**src/rtl/ahb_resp_mux.sv**
```systemverilog
// ahb_resp_mux: AHB-Lite data-phase response mux with built-in default slave for unmapped regions
module ahb_resp_mux #(
  parameter int NSLV = 10,
  parameter int DW = 32
) (
  input  logic             HCLK,
  input  logic             HRESET,
  input  logic [3:0]       MUX_SEL,
  input  logic             HSEL_NOMAP,
  input  logic [1:0]       HTRANS,
  input  logic [NSLV*DW-1:0] HRDATA_S,
  input  logic [NSLV-1:0]  HREADYOUT_S,
  input  logic [NSLV-1:0]  HRESP_S,
  output logic [DW-1:0]    HRDATA,
  output logic             HREADY,
  output logic             HRESP
);
  typedef enum logic [1:0] {IDLE, ERR1, ERR2} state_t;
  state_t state, nxt;
  logic [3:0] sel_q;
  logic dflt_rdy, dflt_rsp, start;
  assign start = HREADY & HSEL_NOMAP & HTRANS[1];
  // capture the decoder's slave code at the end of each completed address phase
  always_ff @(posedge HCLK or posedge HRESET)
    if (HRESET) sel_q <= 4'hF;
    else if (HREADY) sel_q <= MUX_SEL;
  // default slave state register
  always_ff @(posedge HCLK or posedge HRESET)
    if (HRESET) state <= IDLE;
    else state <= nxt;
  // an accepted active transfer to an unmapped region runs the two-cycle ERROR sequence
  always_comb nxt = (state == ERR1) ? ERR2 : start ? ERR1 : IDLE;
  // default slave response: stall only in the first ERROR cycle, ERROR in both
  always_comb begin
    dflt_rdy = state != ERR1;
    dflt_rsp = state != IDLE;
  end
  // route the selected slave; unmapped and undefined codes fall through to the default slave
  always_comb begin
    HRDATA = '0;
    HREADY = dflt_rdy;
    HRESP = dflt_rsp;
    for (int i = 0; i < NSLV; i++)
      if (sel_q == 4'(i)) begin
        HRDATA = HRDATA_S[i*DW +: DW];
        HREADY = HREADYOUT_S[i];
        HRESP = HRESP_S[i];
      end
  end
endmodule

```
**config.mk**
```make
export PLATFORM = sky130hd
export DESIGN_NAME = ahb_resp_mux
export DESIGN_NICKNAME = d
export VERILOG_FILES = /design/src/rtl/ahb_resp_mux.sv
export SDC_FILE = /design/constraint.sdc
export NUM_CORES = 1
export LEC_CHECK = 0
export ABC_CLOCK_PERIOD_IN_PS = 2800
export BUFFER_PORTS_ARGS = -buffer_cell sky130_fd_sc_hd__buf_4
export CORE_AREA = 2 2 148 150
export CTS_CLUSTER_SIZE = 30
export DETAILED_ROUTE_END_ITERATION = 10
export DIE_AREA = 0 0 150 152
export SYNTH_ARGS = -nofsm -noshare
export SYNTH_HDL_FRONTEND = slang
export SYNTH_SLANG_ARGS = --single-unit
export TNS_END_PERCENT = 5
```
**constraint.sdc**
```tcl
create_clock -name HCLK -period 2.8 [get_ports HCLK]
set_input_delay 0.28 -clock HCLK [delete_from_list [all_inputs] [get_ports HCLK]]
set_output_delay 0.28 -clock HCLK [all_outputs]
set_load 0.05 [all_outputs]
```
==> impl.org <==
** Outcome
- The flow ran to the end, and the final reports show no timing, DRC or antenna violations.

** Clocking
- Clock tree synthesis selected as its root buffer the cell clkbuf_16.
- After clock tree synthesis, the clock-pin slew on the worst setup and hold paths is 0.04 ns.
- Counting along the longest clock path gives a buffer depth of 2.
- Total number of H-tree levels :: 1
- The clock reaches the later pin of the worst-skew pair after 0.23 ns.
- In this run, CTS created clock tree buffers numbering 3.
- The clock drives 6 sinks.
- TritonCTS built the clock tree.

** Placement
- Final Wtd Congestion :: 0.9085
- Number of I/O port buffers :: 381
- After legalization and detailed placement, the total HPWL measured 17.11 mm.

** Synth
- Post-synth EDFFs :: 0
- A synthesized cell averages 6.549 um2.
- For this run, the number of Yosys warnings is 0.
- The largest total area in the synthesized netlist belongs to o221ai_1.
- Synthesis produced 474 cells.
- Distinct cell type count after synthesis :: 47
- The number of nets in the synthesized netlist is 823.
- Largest cells by area after synthesis :: o221ai_1 12%, mux2i_1 11%, nor2_1 8.9%
- Number of synthesized register bits :: 6
- In the synthesized netlist the dominant register cell turns out to be dfstp_2.
- Most frequent cells after synthesis :: 74 x nor2_1, 46 x nand2_1, 43 x o221ai_1
- Share of the synthesized area in the top cell type :: 12.13%
- Cell with the most instances after synthesis :: nor2_1
- Sequential element share of the synthesized area :: 4.998%
- The mapped netlist covers 3104 um2.
- Synth async-reset ratio :: 100.0%

** Power and ir drop
- The share of total power dissipated in sequential elements is 3.5%.
- For this design the total switching power over the nets is 4.499 mW.
- Power spread over the standard cell area amounts to 1144 nW/um2.
- Combinational logic is responsible for 93.3% of the overall power.
- The internal portion of the total power is 2.957 mW.
- VDD sags by at most 426.1 uV.
- Net switching is 60.34% of the power.
- The clock network accounts for 3.2% of the total power.
- Total power consumption of the routed design :: 7.456 mW
- The analysis attributes to cell leakage a power of 3.051 nW.

** Setup path
- Critical Path Fanout Max :: 38
- For the worst setup path, the data arrival time is 2.43 ns.
- CP endpoint kind :: primary output
- Buf/Inv on CP :: 2
- Cell-by-cell trace of the critical path :: buf_12 -> and3b_1 -> nand2_1 -> nand2_1 -> nor2_1 -> a221o_1 -> buf_4
- The largest single stage delay on the critical path is 0.58 ns.
- Element type at the critical path start :: flop
- Cell repeated most along the worst path :: nand2_1
- Type of the worst setup path :: reg -> out
- The slowest stage of the critical path belongs to the cell dfstp_2.
- In this design, the largest share of critical-path delay is due to simple AND/OR/NAND/NOR gates.
- Data on the critical path is required at its endpoint by 2.52 ns.

** Finish
- Filler Cell Count :: 2366
- 0 antenna diodes ended up in the layout.
- The area growth from synthesis to layout is 109.9%.
- In the final design database the tool counted 1187 nets.
- Total area of multi-input combinational cells :: 2715 um2
- Fraction of the core area covered by cells at the end of the flow :: 30.51%
- Share of layout cells above drive strength 1 :: 52.21%
- Storage element area :: 158.9 um2

** STA
- Achievable Freq :: 0.3692 GHz
- At the pin with the least slew margin, the transition time is 0.6034 ns.
- Headroom to the max-slew limit came out at 59.77%.
- Clock skew :: 0.003792 ns
- Setup Viol. Count Final :: 0
- The number of hold violations in the final report was 0.
- Crit share post-route :: 96.74%
- Setup repair after global routing left no endpoint under its margin.
- Final critical-path required period :: 2.709 ns
- The number of slew-limit violations in the final report is 0.

** Detailed routing
- Total via count in the routed design :: 5400
- Post-Route WL :: 21.25 mm
- Drt initial violations :: 457
- Via-per-instance ratio :: 4.834
- Total iterations of the first detailed-routing run :: 5
- Number of antenna-violating nets in the routed design :: 0
- For this run, design rule violations remaining after detail routing come to 0.
- Avg WL per Cell :: 19.02 um

** GRT
- The initial antenna violation count came to 0.
- Largest net degree at the start of global routing :: 44
- The first global-routing pass estimated 30.64 mm of wire.
- The via count of the first global-routing pass was 5397.
- Overall track demand over capacity in global routing :: 17.26%
- Overflow after GRT :: 0

** Die
- The die covers 22800 um2.
- Once the floorplan was initialized, standard cells occupied 14.54% of the core.
- The floorplan step defined a core boundary enclosing 21350 um2.
- Number of placement rows :: 54
- Overall die height :: 152 um
- Io pins :: 383
- Width of the chip :: 150 um

** Min path
- Tightest Hold Check Type :: in -> reg

** Run
- Max-capacitance violation count :: 0
placed cells by master, fill, tap and decap left out, types with 2 or more instances in the layout:
cell	n
buf_4	400
nor2_1	73
nand2_1	46
o221ai_1	43
a21oi_1	40
o21ai_0	36
mux2i_1	33
nand2b_1	22
a222oi_1	21
a22oi_1	13
o21ai_1	12
nor2b_1	10
buf_12	9
mux2_1	7
a221o_1	7
mux2_2	5
inv_1	4
mux4_2	4
o31ai_1	4
and2_1	3
nand3_1	3
a31oi_1	3
clkbuf_16	3
dfstp_2	3
o22ai_1	2
nor3_1	2
a221oi_1	2
dfrtp_1	2
area by class of cell:
cell class | count | share of cell area, %
Sequential cell | 6 | 2.439
Clock buffer | 4 | 1.210
Inverter | 5 | 0.2881
Tap cell | 280 | 5.377
Timing Repair Buffer | 410 | 49.01
Multi-Input combinational cell | 412 | 41.67
through the flow:
| step | hold slack, ns | worst slack (ns) | area [um2] | cells | setup TNS (ns) |
|---|---|---|---|---|---|
| final | 0.2740 | 0.09121 | 6515 | 1117 | 0 |
| after global routing | 0.2782 | 0.0003313 | 6515 | 1117 | 0 |
| after CTS | 0.2736 | 0.05142 | 6505 | 1116 | 0 |
| after detailed placement | 0.2083 | 0.2950 | 6416 | 1111 | 0 |
| after global placement | 0.2051 | 0.3056 | 6416 | 1111 | 0 |
| after floorplan | 0.06806 | -0.04971 | 3109 | 474 | -0.04971 |
metal layers:
metal  up-vias  part of all wire [%]  GRT usage [%]
met2       318                    49          29.98
met4         0                   1.8          4.223
met3        23                   9.0          2.583
li1       2566                     -              -
met1      2493                    41          22.22
met5         -                     0              0
flip-flops by register name (all words and copies together) (netlist names):
signal / flops
sel_q: 4
state: 2
power by group through the flow:
| stage | logic (mW) | registers, mW | clock network (mW) |
|---|---|---|---|
| after floorplan | 4.60 | 0.179 | 0 |
| after global placement | 6.90 | 0.258 | 0 |
| after detailed placement | 6.90 | 0.261 | 0 |
| after CTS | 6.92 | 0.262 | 0.239 |
| after global routing | 7.36 | 0.269 | 0.247 |
| final | 6.96 | 0.260 | 0.238 |
path summary, 6_finish.rpt:
check                      cells past startpoint  startpoint  slack (ns)    endpoint
setup / recovery                               7    sel_q[2]        0.09  HRDATA[12]
hold / removal                                 3  MUX_SEL[2]        0.27    sel_q[2]
setup reg to reg                               6    sel_q[0]        0.45    sel_q[0]
hold reg to reg                                2    state[0]        0.53    state[1]
max in group asynchronous                      3      HRESET        2.03    sel_q[3]
min in group asynchronous                      3      HRESET        0.52    state[0]
cells by family after synthesis:
kind of cell | share of synthesized area (%)
simple gates | 25.60
buf+inv | 8.222
flops | 4.998
compound gates | 43.29
mux | 17.90
worst min-delay path, cell delays in order:
cell	delay [ns]
buf_4	0.11
nand2_1	0.06
o21ai_1	0.05
timing repair:
item | in CTS | in global routing
hold endpoints to repair | 2 | 0
gates resized for setup | 0 | 1
hold buffers | 1 | 0
setup endpoints to repair | 0 | 7
buffers inserted | 0 | 1
(Power assumes the default switching activity.)
